[config.mk]
export PLATFORM = sky130hd
export DESIGN_NAME = psum_accumulator
export DESIGN_NICKNAME = d
export VERILOG_FILES = /design/src/rtl/psum_accumulator.sv
export SDC_FILE = /design/constraint.sdc
export NUM_CORES = 1
export LEC_CHECK = 0
export ABC_AREA = 1
export ABC_CLOCK_PERIOD_IN_PS = 14000
export CORE_MARGIN = 3
export CORE_UTILIZATION = 55
export DETAILED_ROUTE_END_ITERATION = 8
export GPL_TIMING_DRIVEN = 1
export HOLD_SLACK_MARGIN = 0.03
export PLACE_DENSITY = 0.79
export SETUP_SLACK_MARGIN = 0.15
export SLEW_MARGIN = 40
export SYNTH_ARGS = -nofsm -noshare
export SYNTH_HDL_FRONTEND = slang
export SYNTH_SLANG_ARGS = --single-unit
[constraint.sdc]
create_clock -name clk -period 14 [get_ports clk]
set_clock_uncertainty 0.05 [all_clocks]
set_input_delay 1.4 -clock clk [delete_from_list [all_inputs] [get_ports clk]]
set_output_delay 1.4 -clock clk [all_outputs]
set_load 0.005 [all_outputs]
[src/rtl/psum_accumulator.sv]
`default_nettype none
// ============================================================================
// Module   : psum_accumulator
// Brief    : Sums a PE row's products, accumulates over a window, requantizes
//            to int8 and queues results in a credit-protected output FIFO.
// Revision : 1.0
// ============================================================================
module psum_accumulator #(
    parameter int NUM_PE    = 9,
    parameter int ACC_W     = 32,
    parameter int OUT_DEPTH = 4
) (
    input  logic                     clk,
    input  logic                     rst,
    input  logic                     prod_valid,
    input  logic                     prod_first,
    input  logic                     prod_last,
    input  logic [NUM_PE*16-1:0]     products,
    output logic                     in_ready,
    input  logic [ACC_W-1:0]         bias,
    input  logic [4:0]               shift,
    input  logic                     relu_en,
    output logic                     out_valid,
    input  logic                     out_ready,
    output logic [7:0]               out_data,
    output logic                     ovf
);

    localparam int c_PTR_W = $clog2(OUT_DEPTH);
    localparam int c_CNT_W = c_PTR_W + 1;
    localparam logic signed [ACC_W:0] c_Q_MAX = (ACC_W+1)'(127);
    localparam logic signed [ACC_W:0] c_Q_MIN = -(ACC_W+1)'(128);

    logic                        w_accept;
    logic signed [ACC_W-1:0]     w_row_sum;

    logic                        r_s1_valid;
    logic                        r_s1_first;
    logic                        r_s1_last;
    logic signed [ACC_W-1:0]     r_s1_sum;
    logic signed [ACC_W-1:0]     r_s1_bias;
    logic [4:0]                  r_s1_shift;
    logic                        r_s1_relu;

    logic signed [ACC_W-1:0]     r_acc;
    logic                        r_s2_last;
    logic [4:0]                  r_s2_shift;
    logic                        r_s2_relu;
    logic                        r_ovf;

    logic signed [ACC_W-1:0]     w_acc_base;
    logic signed [ACC_W-1:0]     w_acc_next;
    logic                        w_add_ovf;

    logic signed [ACC_W:0]       w_acc_ext;
    logic signed [ACC_W:0]       w_round;
    logic signed [ACC_W:0]       w_rounded;
    logic signed [ACC_W:0]       w_shifted;
    logic signed [ACC_W:0]       w_clamped;
    logic [7:0]                  w_q8;

    logic [7:0]                  r_mem [OUT_DEPTH];
    logic [c_PTR_W-1:0]          r_wr_ptr;
    logic [c_PTR_W-1:0]          r_rd_ptr;
    logic [c_CNT_W-1:0]          r_count;
    logic [1:0]                  r_pending;
    logic [c_CNT_W:0]            w_credit_used;
    logic                        w_push;
    logic                        w_pop;
    logic                        w_last_accept;

    // Credits count both queued results and results still in the pipe.
    assign w_credit_used = {1'b0, r_count} + (c_CNT_W+1)'(r_pending);
    assign in_ready      = (w_credit_used < (c_CNT_W+1)'(OUT_DEPTH));
    assign w_accept      = prod_valid & in_ready;
    assign w_last_accept = w_accept & prod_last;

    // ---------------- S1: row reduction ----------------
    always_comb begin
        w_row_sum = '0;
        for (int i = 0; i < NUM_PE; i++) begin
            w_row_sum = w_row_sum
                      + {{(ACC_W-16){products[16*i+15]}}, products[16*i +: 16]};
        end
    end

    always_ff @(posedge clk) begin
        if (rst) begin
            r_s1_valid <= 1'b0;
            r_s1_first <= 1'b0;
            r_s1_last  <= 1'b0;
            r_s1_sum   <= '0;
            r_s1_bias  <= '0;
            r_s1_shift <= '0;
            r_s1_relu  <= 1'b0;
        end else begin
            r_s1_valid <= w_accept;
            if (w_accept) begin
                r_s1_first <= prod_first;
                r_s1_last  <= prod_last;
                r_s1_sum   <= w_row_sum;
                r_s1_bias  <= bias;
                r_s1_shift <= shift;
                r_s1_relu  <= relu_en;
            end
        end
    end

    // ---------------- S2: accumulator ----------------
    assign w_acc_base = r_s1_first ? r_s1_bias : r_acc;
    assign w_acc_next = w_acc_base + r_s1_sum;
    assign w_add_ovf  = (w_acc_base[ACC_W-1] == r_s1_sum[ACC_W-1])
                      && (w_acc_next[ACC_W-1] != w_acc_base[ACC_W-1]);

    always_ff @(posedge clk) begin
        if (rst) begin
            r_acc      <= '0;
            r_s2_last  <= 1'b0;
            r_s2_shift <= '0;
            r_s2_relu  <= 1'b0;
            r_ovf      <= 1'b0;
        end else begin
            r_s2_last <= r_s1_valid & r_s1_last;
            if (r_s1_valid) begin
                r_acc      <= w_acc_next;
                r_s2_shift <= r_s1_shift;
                r_s2_relu  <= r_s1_relu;
                if (w_add_ovf) begin
                    r_ovf <= 1'b1;
                end
            end
        end
    end

    assign ovf = r_ovf;

    // ---------------- S3: requantization ----------------
    // One extra bit keeps acc + rounding constant from wrapping.
    assign w_acc_ext = {r_acc[ACC_W-1], r_acc};

    always_comb begin
        w_round = '0;
        if (r_s2_shift != 5'd0) begin
            w_round = (ACC_W+1)'(1) << (r_s2_shift - 5'd1);
        end
    end

    assign w_rounded = w_acc_ext + w_round;
    assign w_shifted = w_rounded >>> r_s2_shift;

    always_comb begin
        w_clamped = w_shifted;
        if (r_s2_relu && w_shifted < 0) begin
            w_clamped = '0;
        end
    end

    always_comb begin
        if (w_clamped > c_Q_MAX) begin
            w_q8 = 8'sd127;
        end else if (w_clamped < c_Q_MIN) begin
            w_q8 = 8'h80;
        end else begin
            w_q8 = w_clamped[7:0];
        end
    end

    // ---------------- Output FIFO ----------------
    assign w_push = r_s2_last;
    assign w_pop  = (r_count != '0) & out_ready;

    always_ff @(posedge clk) begin
        if (w_push) begin
            r_mem[r_wr_ptr] <= w_q8;
        end
    end

    always_ff @(posedge clk) begin
        if (rst) begin
            r_wr_ptr <= '0;
            r_rd_ptr <= '0;
            r_count  <= '0;
        end else begin
            if (w_push) begin
                r_wr_ptr <= r_wr_ptr + 1'b1;
            end
            if (w_pop) begin
                r_rd_ptr <= r_rd_ptr + 1'b1;
            end
            case ({w_push, w_pop})
                2'b10:   r_count <= r_count + 1'b1;
                2'b01:   r_count <= r_count - 1'b1;
                default: r_count <= r_count;
            endcase
        end
    end

    always_ff @(posedge clk) begin
        if (rst) begin
            r_pending <= '0;
        end else begin
            case ({w_last_accept, w_push})
                2'b10:   r_pending <= r_pending + 2'd1;
                2'b01:   r_pending <= r_pending - 2'd1;
                default: r_pending <= r_pending;
            endcase
        end
    end

    assign out_valid = (r_count != '0);
    assign out_data  = out_valid ? r_mem[r_rd_ptr] : 8'd0;

endmodule
`default_nettype wire

After elaboration in Yosys (flattened, before gate mapping)

Memory sizes are Yosys's and may differ from the RTL's. A register that Yosys moved wholly into a read port is not among the register bits.
Index checks and enable logic that the tools add are counted.

Bits in writable memories: 32
Memories kept: 1
Bits of input ports: 188
Register bits: 122
Output and inout port bits: 11

Mux-type cells: 12
Add/subtract/negate cells: 18
Shift-type cells: 2
Eq/ne operators: 6
Bitwise logic cells: 4
Reduce and logical (&&, ||, !) cells: 7
Magnitude comparators: 4

Memories:

| name  | words | bits a word | read ports | clocked after Yosys merged registers in | wr ports | line | text |
|---|---|---|---|---|---|---|---|
| r_mem | 4     | 8           | 1          | 1                                       | 1        | 62   | `logic [7:0] r_mem [OUT_DEPTH];` |

Operators with widths:

| kind                                                                   | number |
|---|---|
| 33-bit 2-to-1 mux                                                      | 2 |
| 32-bit by 33-bit adder with 33-bit output                              | 1 |
| 33-bit by 8-bit > comparator with 1-bit output (second input constant) | 1 |
| 33-bit by 1-bit < comparator with 1-bit output (second input constant) | 1 |
| 33-bit by 8-bit < comparator with 1-bit output (second input constant) | 1 |
| 1-bit by 5-bit << shifter with 33-bit output (first input constant)    | 1 |
| 33-bit by 5-bit >>> shifter with 33-bit output                         | 1 |
| 32-bit adder                                                           | 1 |
| 32-bit 2-to-1 mux                                                      | 1 |
| 23-bit by 16-bit adder with 24-bit output                              | 1 |
| 8-bit 2-to-1 mux                                                       | 3 |
| 22-bit by 16-bit adder with 23-bit output                              | 1 |
| 21-bit by 16-bit adder with 22-bit output                              | 1 |
| 20-bit by 16-bit adder with 21-bit output                              | 1 |
| 19-bit by 16-bit adder with 20-bit output                              | 1 |
| 18-bit by 16-bit adder with 19-bit output                              | 1 |
| 17-bit by 16-bit adder with 18-bit output                              | 1 |
| 16-bit by 16-bit adder with 17-bit output                              | 1 |
| 2-bit by 1-bit adder with 2-bit output (second input constant)         | 3 |
| 3-bit one-hot mux with 2 select lines                                  | 1 |
| 5-bit nonzero test                                                     | 1 |
| 5-bit by 1-bit subtractor with 5-bit output (second input constant)    | 1 |
| 3-bit by 2-bit adder with 4-bit output                                 | 1 |
| 1-bit AND                                                              | 4 |
| 15 further kinds                                                       | 21 |

Depth between registers and ports, before layout

Gate-level depths: netlist of run 1.

Depth in word-level cells: 11
Mapped depth: 38
Mapped depth without buffers: 36

Worst setup path before layout of run 1

Ideal clock, no wire load.

Path type: in2reg
Start: input products[2]
End: register r_s1_sum[20]
Required time: 13.830 ns
Arrival time: 5.600 ns
Stages on the path: 20
Setup time: 0.120 ns
Slack: 8.230 ns
Cell sequence: fa_1 -> fa_1 -> fa_1 -> fa_1 -> ha_1 -> inv_1 -> fa_1 -> nor2_1 -> a211oi_1 -> o21ai_0 -> nand3_1 -> nand2_1 -> nand4_1 -> o211ai_1 -> a21o_1 -> a21oi_1 -> o21ai_0 -> nand2_1 -> a41oi_1 -> nor2_1

Longest elaborated chain between the ends: 8

Ends and longest elaborated chain:

| what                                      | line | text |
|---|---|---|
| start, declared                           | 18   | `input logic [NUM_PE*16-1:0] products,` |
| 16-bit by 16-bit adder with 17-bit output | 83   | `+ {{(ACC_W-16){products[16*i+15]}}, products[16*i +: 16]};` |
| 17-bit by 16-bit adder with 18-bit output | 83   |  |
| 18-bit by 16-bit adder with 19-bit output | 83   |  |
| 19-bit by 16-bit adder with 20-bit output | 83   |  |
| 20-bit by 16-bit adder with 21-bit output | 83   |  |
| 21-bit by 16-bit adder with 22-bit output | 83   |  |
| 22-bit by 16-bit adder with 23-bit output | 83   |  |
| 23-bit by 16-bit adder with 24-bit output | 83   |  |
| end signal, assigned                      | 101  | `r_s1_sum <= w_row_sum;` |
| end, declared                             | 40   | `logic signed [ACC_W-1:0] r_s1_sum;` |

No other way between the ends.
A chain may end at the register's enable or synchronous reset.

Final worst setup path of run 1

Start: input products[50]
End: register r_s1_sum[22]

Longest elaborated chain between the ends: 6

Ends and longest elaborated chain:

| what                                      | line |
|---|---|
| 18-bit by 16-bit adder with 19-bit output | 83 |
| 19-bit by 16-bit adder with 20-bit output | 83 |
| 20-bit by 16-bit adder with 21-bit output | 83 |
| 21-bit by 16-bit adder with 22-bit output | 83 |
| 22-bit by 16-bit adder with 23-bit output | 83 |
| 23-bit by 16-bit adder with 24-bit output | 83 |

No other way between the ends.

==> flow_metrics.tcl, run 1 <==
set metrics [dict create \
    mostFrequentLayoutCells "nand2_1, inv_1, nand3_1" \
    ys_warn_count 0 \
    clkLatencyLatePin_ns 0.43 \
    pwr_density_cell_mw_per_mm2 134 \
    cp-start-kind "input pin" \
    synth_fp_nets 2737 \
    worstPathArrival_ns 6.50 \
    initial_core_util_pct 56.2 \
    crit_required_ns 14.27 \
    overflow 0 \
    cap_violations 0 \
    max_slew_margin_pct 47.0 \
    synth.cell_area_mm2 0.0157 \
    drcViolationCount 0 \
    htree_num_levels 4 \
    grt_pass1_wl_um 74600 \
    firstDrtPassIters 6 \
    first_global_vias 15200 \
    row_count 61 \
    yosys_most_used_dff "dfxtp_1" \
    synthCells 2340 \
    maxSlewViolCount 0 \
    drt_iter0_markers 1339 \
    antenna_found_initial 0 \
    via_per_inst 5.44 \
    diodes 0 \
    drive_gt1_share_pct 3.88 \
    status "complete, no violations" \
    cts-root-buf "clkbuf_16" \
    ios 199 \
    ys_seq_area_share_pct 20.9 \
    r2r_setup_slack_ns 8.29 \
    n_fill_cell 2553 \
    routedWlPerCell_um 15.7 \
    grtUsageMet3_pct 3.30 \
    ys_ff_latch 148 \
    power_switching_w 0.00110 \
    grt_usage_pct 29.8 \
    place_congestion 0.962 \
    layout_commonest_cell "nand2_1" \
    vias 15700 \
    drt_wl_total_um 45100 \
    final_nets 2883 \
    post_cts_buffers 0 \
    synth_edf_count 32 \
    dp_hpwl_um 36700 \
    comb_power_share_pct 59.5 \
    end_kind "flip-flop" \
    clockPowerShare_pct 19.9 \
    syn_avg_cell_area_um2 6.71 \
    ir_drop_mv 0.111 \
    coreArea_mm2 0.0279 \
    async_flop_share_pct 0 \
    numCtsBuffers 17 \
    timing_worst_setup_path_type "in2reg" \
    cts_tree "done" \
    cp_max_fo 3 \
    rsz0062_at_grt "no" \
    grt_max_degree 76 \
    setup-violations-final 0 \
    hp-class "reg2reg" \
    cts_hold_buf 0 \
    top_usage_layer "met2" \
    clock_sinks 148 \
    met2_usage_pct 49.7 \
    p_total_w 0.00250 \
    area_growth_pct 18.2 \
    grtUsageMet1_pct 41.4 \
    ant_nets 0 \
    leakagePower_nw 8.89 \
    setup_tns_ns 0 \
    clockBufferDepth 2 \
    internal-power_w 0.00140 \
    hold_viol 0 \
    path_clk_slew_ns 0.07 \
    tightest_slew_ns 0.796 \
    p_seq_share_pct 20.6 \
    swShare_pct 44.1 \
    clock.fmax_ghz 0.161 \
    ys_types 53 \
    fin_crit_sh_pct 44.5 \
    die-area_mm2 0.0306 \
    place.port_buffers 198 \
    die_h_um 175 \
    die_w_um 175 \
    min_period_ns 6.23 \
    post_cts_resized 0 \
]
worst paths after layout:
path            startpoint           end  cells past startpoint
min reg2reg      r_s1_last     r_s2_last                      2
max           products[50]  r_s1_sum[22]                     21
min              r_s1_last     r_s2_last                      2
max reg2reg  r_s2_shift[0]   r_mem[3][1]                     30
critical path, stage by stage:
cell	delay, ns
clkdlybuf4s50_1	0.45
fa_1	0.58
fa_1	0.45
fa_1	0.52
fa_1	0.55
ha_1	0.19
inv_1	0.06
fa_1	0.39
nor2_1	0.13
a211oi_1	0.09
o21ai_0	0.35
nand3_1	0.11
nand2_1	0.13
nand4_1	0.10
o211ai_1	0.13
a21o_1	0.16
a21oi_1	0.08
o21ai_0	0.26
nand2_1	0.10
a41oi_1	0.20
nor2_1	0.06
per-layer routing:
layer | share of wire [%] | up-vias
met5 | 0 | -
met2 | 47 | 561
met3 | 6.9 | 56
met4 | 1.8 | 0
met1 | 44 | 7219
li1 | - | 7815
synthesized netlist by cell type (2+ instances only):
cell type / count / area [µm²]
nand2_2: 16 / 100
or2_2: 2 / 12.5
nor3_2: 2 / 20.0
and2_1: 3 / 18.8
dfxtp_1: 116 / 2320
buf_2: 16 / 80.1
a21oi_1: 166 / 831
fa_1: 118 / 2360
o21ai_0: 143 / 716
a21o_1: 2 / 15.0
nor3b_1: 2 / 15.0
nor2_1: 181 / 679
clkbuf_1: 52 / 195
ha_1: 91 / 1140
o211ai_1: 5 / 37.5
o21ai_1: 7 / 35.0
nand2_1: 591 / 2220
nand2_4: 3 / 33.8
a31oi_1: 10 / 62.6
inv_2: 3 / 11.3
buf_1: 13 / 48.8
o21a_1: 10 / 75.1
xor2_1: 32 / 280
nand3_1: 296 / 1480
a211oi_1: 2 / 15.0
xnor2_1: 16 / 140
nor3_1: 11 / 55.1
clkinv_1: 4 / 15.0
o21bai_1: 13 / 97.6
inv_1: 338 / 1270
nand3_2: 11 / 110
nor2_2: 4 / 25.0
edfxtp_1: 32 / 961
a21boi_0: 3 / 22.5
nand4_1: 8 / 50.1
area by class of cell:
class	instances	area [µm²]	share of cell area, %
multi-input combinational	1762	10800	58.1
sequential	148	3280	17.7
timing repair buffer	211	2070	11.2
inverter	346	1310	7.03
tap	378	473	2.55
clock buffer	17	425	2.29
clock inverter	15	218	1.17
state kept, by name, summed over array words and instances (netlist names), 2 cells and up, named ones only:
name / cells
r_mem: 32
r_s1_bias: 32
r_wr_ptr: 2
r_count: 3
r_s1_shift: 5
r_s2_shift: 5
r_pending: 2
r_s1_sum: 24
r_acc: 32
r_rd_ptr: 2
power groups by stage:
stage | sequential [W] | combinational (W) | clock, W
2_1_floorplan | 0.000513 | 0.00113 | 0
3_3_place_gp | 0.000522 | 0.00144 | 0
3_5_place_dp | 0.000523 | 0.00147 | 0
4_1_cts | 0.000515 | 0.00149 | 0.000501
5_1_grt | 0.000520 | 0.00172 | 0.000517
6_report | 0.000515 | 0.00148 | 0.000496
logic make-up after synthesis:
logic type                 synth area share (%)
AOI/OAI and AO/OA                          12.5
xor gates and xnor gates                   2.68
adders and majority gates                  22.3
buffers and inverters                      10.5
DFF                                        20.9
muxes                                    0.0637
other                                    0.0239
and+or+nand+nor                            31.0
stage by stage:
step / std cells / instance area [µm²] / hold slack [ns] / utilization, % / worst slack [ns]
2_1_floorplan: 2340 / 15700 / 0.369 / - / 8.23
3_3_place_gp: 2845 / 17900 / 0.376 / 64.1 / 7.38
3_5_place_dp: 2845 / 17900 / 0.384 / 64.1 / 7.31
4_1_cts: 2877 / 18600 / 0.396 / 66.4 / 7.77
5_1_grt: 2877 / 18600 / 0.427 / 66.4 / 7.38
6_report: 2877 / 18600 / 0.396 / 66.4 / 7.77
(Power assumes the default switching activity.)
==> run 2: changes to the inputs <==
--- a/config.mk
+++ b/config.mk
@@ -6,7 +6,7 @@
 export NUM_CORES = 1
 export LEC_CHECK = 0
 export ABC_AREA = 1
-export ABC_CLOCK_PERIOD_IN_PS = 14000
+export ABC_CLOCK_PERIOD_IN_PS = 5800
 export CORE_MARGIN = 3
 export CORE_UTILIZATION = 55
 export DETAILED_ROUTE_END_ITERATION = 8
==> constraint.sdc (replaced) <==
create_clock -name clk -period 5.8 [get_ports clk]
set_clock_uncertainty 0.05 [all_clocks]
set_input_delay 0.58 -clock clk [delete_from_list [all_inputs] [get_ports clk]]
set_output_delay 0.58 -clock clk [all_outputs]
set_load 0.005 [all_outputs]
==> run 2 against run 1 <==
Compared with the run above:
- clock power is 130% higher
- power increased by 140%
- critical path depth unchanged
- sequential cell count unchanged
- routed wire length increased by 4.4%
- via count is 2.2% higher
- largest cell class unchanged
- non-clock buffer count rose by 8
- first-iteration DRC count shrank 1.7%
- core utilization increased by 0.13 points
- final cell count is 0.28% higher
- critical endpoint unchanged
==> flow_metrics.tcl, run 2 (synthesized netlist as in run 1, its figures left out) <==
set metrics [dict create \
    status "complete, no violations" \
    initial_core_util_pct 56.2 \
    fin_crit_sh_pct 91.5 \
    cp_max_fo 3 \
    cap_violations 0 \
    first_global_vias 15600 \
    diodes 0 \
    place.port_buffers 198 \
    dp_hpwl_um 38100 \
    numCtsBuffers 17 \
    via_per_inst 5.54 \
    hold_viol 0 \
    top_regs "r_acc x32, r_mem x32, r_s1_bias x32" \
    pwr_density_cell_mw_per_mm2 323 \
    hp-class "reg2reg" \
    max_slew_margin_pct 47.1 \
    final_nets 2891 \
    die_h_um 175 \
    place_congestion 0.981 \
    cts-root-buf "clkbuf_16" \
    wl_met2_um 22400 \
    overflow 0 \
    layout_commonest_cell "nand2_1" \
    grt_usage_pct 31.3 \
    min_to "r_s1_bias[28]" \
    timing_worst_setup_path_type "in2reg" \
    wl_met1_um 20400 \
    place_area_mm2 0.0180 \
    drive_gt1_share_pct 4.43 \
    tightest_slew_ns 0.793 \
    utilization_pct 66.6 \
    r2r_setup_slack_ns 0.57 \
    worstPathArrival_ns 5.58 \
    cts_tree "done" \
    cts_hold_buf 0 \
    dr.max_layer_used "met4" \
    reg2reg_depth 35 \
    reg2reg_from "r_s2_shift[0]" \
    crit_required_ns 6.08 \
    clock_sinks 148 \
    path_clk_slew_ns 0.07 \
    die_w_um 175 \
    stdcell_count 2885 \
    setup_tns_ns 0 \
    dpl.cell_count 2853 \
    row_count 61 \
    grt_max_degree 75 \
    r2r_end "r_mem[2][0]" \
    clkLatencyLatePin_ns 0.44 \
    htree_num_levels 4 \
    cp-start-kind "input pin" \
    hold_depth 2 \
    ant_nets 0 \
    ios 199 \
    final_cell_area_mm2 0.0186 \
    drt_wl_total_um 47100 \
    die-area_mm2 0.0306 \
    antenna_found_initial 0 \
    dr_wl_met3_um 3200 \
    vias 16000 \
    setup-violations-final 0 \
    grt_pass1_wl_um 78300 \
    maxSlewViolCount 0 \
    coreArea_mm2 0.0279 \
    worstHoldStart "r_s1_bias[28]" \
    clockBufferDepth 2 \
    fin_hold_ws_ns 0.406 \
    routedWlPerCell_um 16.3 \
    min_period_ns 5.31 \
    area_growth_pct 18.4 \
    firstDrtPassIters 5 \
    leakagePower_nw 8.90 \
    ir_drop_mv 0.309 \
    rsz0062_at_grt "no" \
    drt_iter0_markers 1316 \
    mostFrequentLayoutCells "nand2_1, inv_1, nand3_1" \
    end_kind "flip-flop" \
    drcViolationCount 0 \
    clock.fmax_ghz 0.188 \
]
[run 2: final cells by class]
cell class                 count  area (µm²)
tap                          378         473
clock buffer                  17         425
multi-input combinational   1762       10800
fill                        2498        9340
clock inverter                15         173
timing repair buffer         219        2130
sequential                   148        3280
inverter                     346        1300
[run 2: metal layers]
| layer | vias to the layer above | global-route usage (%) |
|---|---|---|
| met2 | 658 | 53.6 |
| met4 | 0 | 7.55 |
| met3 | 75 | 3.09 |
| li1 | 7844 | - |
| met5 | - | 0 |
| met1 | 7411 | 42.8 |
[run 2: power breakdown]
group	internal [W]	switching (W)	leakage, nW
Clock	0.000583	0.000532	0.290
Sequential	0.00117	0.0000797	1.24
Combinational	0.00152	0.00213	7.37
Total	0.00327	0.00274	8.90
[run 2: per-stage QoR]
stage | setup slack, ns | power, W
after floorplan | 0.850 | 0.00397
after global placement | 0.00127 | 0.00474
after detailed placement | -0.0893 | 0.00485
after CTS | 0.360 | 0.00598
after global routing | 0.174 | 0.00659
final | 0.493 | 0.00601
[run 2: timing repair]
action | 4_1_cts | 5_1_grt
resized for setup | 0 | 10
endpoints found under the setup margin | 0 | 31
buffers inserted | 0 | 0
[run 2: worst max-delay path by stage]
stage,depth (start not counted),slack [ns],start,endpoint
2_1_floorplan,20,0.85,products[2],r_s1_sum[20]
4_1_cts,21,0.36,products[2],r_s1_sum[22]
3_3_place_gp,21,0.001,products[2],r_s1_sum[20]
3_5_place_dp,21,-0.09,products[2],r_s1_sum[22]
5_1_grt,35,0.17,r_s2_shift[0],r_mem[0][1]
6_report,21,0.49,products[2],r_s1_sum[22]
[run 2: critical path, cell delays in order]
cell and delay, ns:
clkdlybuf4s50_1 0.43, fa_1 0.51, fa_1 0.52, fa_1 0.52, fa_1 0.56, ha_1 0.20
inv_1 0.06, fa_1 0.41, nor2_1 0.17, a211oi_2 0.08, o21ai_1 0.26, nand3_1 0.11
nand2_1 0.13, nand4_1 0.10, o211ai_1 0.16, a21o_1 0.17, a21oi_1 0.09, o21ai_1 0.19
nand2_1 0.08, a41oi_1 0.19, nor2_1 0.06
==> run 3: changes to the inputs <==
--- a/config.mk
+++ b/config.mk
@@ -5,14 +5,14 @@
 export SDC_FILE = /design/constraint.sdc
 export NUM_CORES = 1
 export LEC_CHECK = 0
-export ABC_AREA = 1
+export ABC_AREA = 0
 export ABC_CLOCK_PERIOD_IN_PS = 5800
 export CORE_MARGIN = 3
 export CORE_UTILIZATION = 55
 export DETAILED_ROUTE_END_ITERATION = 8
 export GPL_TIMING_DRIVEN = 1
 export HOLD_SLACK_MARGIN = 0.03
-export PLACE_DENSITY = 0.79
+export PLACE_DENSITY = 0.8
 export SETUP_SLACK_MARGIN = 0.15
 export SLEW_MARGIN = 40
 export SYNTH_ARGS = -nofsm -noshare
==> run 3 against run 2 <==
Compared with the run above:
- core utilization increased by 5.9 points
- critical path depth shrank 1
- via count down 11%
- area after synthesis fell by 3.9%
- non-clock buffer count rose by 168
- synthesized cell count is 26% lower
- power rose by 9.8%
- clock power hardly changed
- global-route usage down 1.3 points
- register-to-register slack lost 0.24 ns
- fmax fell by 4.9%
- critical endpoint is now r_s1_sum[18]
- largest power group unchanged
- highest routed layer unchanged
==> flow_metrics.tcl, run 3 <==
set metrics [dict create \
    die-area_mm2 0.0295 \
    routedWlPerCell_um 18.6 \
    grt_max_degree 69 \
    grt_usage_pct 30.0 \
    synth.cell_area_mm2 0.0151 \
    initial_core_util_pct 56.0 \
    antenna_found_initial 1 \
    cpPeakStageDelay_ns 0.59 \
    die_w_um 172 \
    synth_fp_nets 2118 \
    path_clk_slew_ns 0.08 \
    synth_edf_count 32 \
    cp_max_fo 4 \
    maxSlewViolCount 0 \
    reg2reg_depth 19 \
    clock_sinks 148 \
    drt_iter0_markers 879 \
    timing_worst_setup_path_type "in2reg" \
    utilization_pct 72.5 \
    mostFrequentLayoutCells "nand2_1, buf_4, clkdlybuf4s50_1" \
    drcViolationCount 0 \
    status "complete, no violations" \
    leakagePower_nw 8.31 \
    worstPathArrival_ns 5.83 \
    ys_warn_count 0 \
    cpMaxStageDelayCell "fa_1" \
    via_per_inst 5.96 \
    setup-violations-final 0 \
    rsz0062_at_grt "no" \
    coreArea_mm2 0.0270 \
    min_period_ns 5.58 \
    ios 199 \
    crit_required_ns 6.05 \
    cp-start-kind "input pin" \
    synth_largest_area_cell "fa_1" \
    ys_ff_latch 148 \
    path_cells "clkdlybuf4s50_1 -> fa_1 -> fa_1 -> fa_1 -> fa_1 -> ha_4 -> nor2b_2 -> o21ai_1 -> a21boi_2 -> o21ai_2 -> a21boi_2 -> o21ai_2 -> a21boi_2 -> o21a_1 -> o2111a_1 -> o21a_1 -> o21a_1 -> or3_1 -> a31oi_1 -> nor2_1" \
    drive_gt1_share_pct 18.0 \
    grt_pass1_wl_um 71500 \
    cts-root-buf "clkbuf_16" \
    r2r_setup_slack_ns 0.33 \
    synthCells 1721 \
    htree_num_levels 4 \
    drt_wl_total_um 44600 \
    end_kind "flip-flop" \
    ys_seq_area_share_pct 21.8 \
    vias 14300 \
    cap_violations 0 \
    firstDrtPassIters 5 \
    syn_avg_cell_area_um2 8.77 \
    cts_tree "done" \
    p_total_w 0.00660 \
    numCtsBuffers 17 \
    ys_types 102 \
    overflow 0 \
    yosysMostFrequentCell "nand2_1" \
    ant_nets 0 \
    fin_crit_sh_pct 96.2 \
    clockBufferDepth 2 \
    max_slew_margin_pct 41.8 \
    layout_commonest_cell "nand2_1" \
    place.port_buffers 198 \
    hold_viol 0 \
    place_congestion 0.956 \
    row_count 60 \
    dp_hpwl_um 35100 \
    die_h_um 172 \
    pwr_density_cell_mw_per_mm2 338 \
    hold_depth 2 \
    async_flop_share_pct 0 \
    clock.fmax_ghz 0.179 \
    yosys_most_used_dff "dfxtp_1" \
    tightest_slew_ns 0.870 \
    final_nets 2435 \
    area_growth_pct 29.5 \
    synth_top_area_share_pct 15.7 \
    first_global_vias 14600 \
    cpMostUsedCell "fa_1" \
    clkLatencyLatePin_ns 0.43 \
    synth_common_cells "nand2_1, nor2_1, a21oi_1, fa_1, dfxtp_1" \
    top_regs "r_acc x32, r_mem x32, r_s1_bias x32" \
    yosys-top-cells-area "fa_1, dfxtp_1, ha_1" \
    fin_hold_ws_ns 0.390 \
    hp-class "reg2reg" \
    ir_drop_mv 0.316 \
]
## run 3: cell types whose count changed in the layout (fill, tap and decap cells not counted), sizes merged, moves of 61 or more
cell,change
buf,+168
inv,-266
mux2i,+61
nand2,-391
nand3,-274
o21ai,-85
## run 3: final timing paths
| path | start | end |
|---|---|---|
| worst max register to register | r_s2_shift[2] | r_mem[2][0] |
| worst min register to register | r_s1_last | r_s2_last |
| worst min-delay path | r_s1_last | r_s2_last |
| worst max-delay path | products[84] | r_s1_sum[18] |
## run 3: kinds of logic (layout without fill, tap and decap cells)
family	count (synthesis)	after routing	synth area share, %
and+or+nand+nor	552	552	16.5
xor gates and xnor gates	69	69	4.10
AOI/OAI and AO/OA	464	464	21.6
muxes	109	109	8.52
buffers and inverters	169	499	4.32
DFF	148	148	21.8
other	1	2	0.0248
adders and majority gates	209	209	23.2
## run 3: repair_timing
action | CTS | global route
pin swaps | 13 | 47
endpoints found under the setup margin | 12 | 36
setup buffers | 1 | 3
hold buffers | 0 | 0
cloned | 0 | 0
gates resized for setup | 18 | 87
## run 3: power by group
group	total (W)	leakage, nW	internal, W	switching [W]
Combinational	0.00423	6.77	0.00208	0.00215
Clock	0.00112	0.298	0.000587	0.000530
Sequential	0.00126	1.24	0.00117	0.0000843
Total	0.00660	8.31	0.00384	0.00276
## run 3: routing by layer
metal / GRT usage [%] / vias up / wire, µm
met5: 0 / - / 0
met4: 8.71 / 0 / 1430
met3: 3.47 / 110 / 1970
met2: 54.8 / 449 / 23000
met1: 37.2 / 6888 / 18200
li1: - / 6816 / -
## run 3: cell type report
class | count | area [µm²]
Multi-Input combinational cell | 1404 | 11400
Fill cell | 2001 | 7420
Timing Repair Buffer | 387 | 3460
Sequential cell | 148 | 3290
Tap cell | 341 | 427
Clock buffer | 17 | 425
Inverter | 80 | 300
Clock inverter | 15 | 184
Antenna cell | 1 | 2.50
## run 3: per-stage QoR
stage	setup WS, ns	setup TNS (ns)	area [µm²]	std cells
detailed placement	-0.699	-5.27	18500	2356
CTS	0.151	0	19200	2389
finish	0.218	0	19500	2393
global route	0.0583	0	19500	2393
floorplan	0.210	0	15100	1721
global placement	-0.589	-3.70	18500	2356
## run 3: worst max-delay path: cells and delay by family
kind	cells	cell delay, ns
fa+ha+maj	5	2.40
compound gates	11	1.89
simple gates	3	0.53
buf+inv	1	0.44
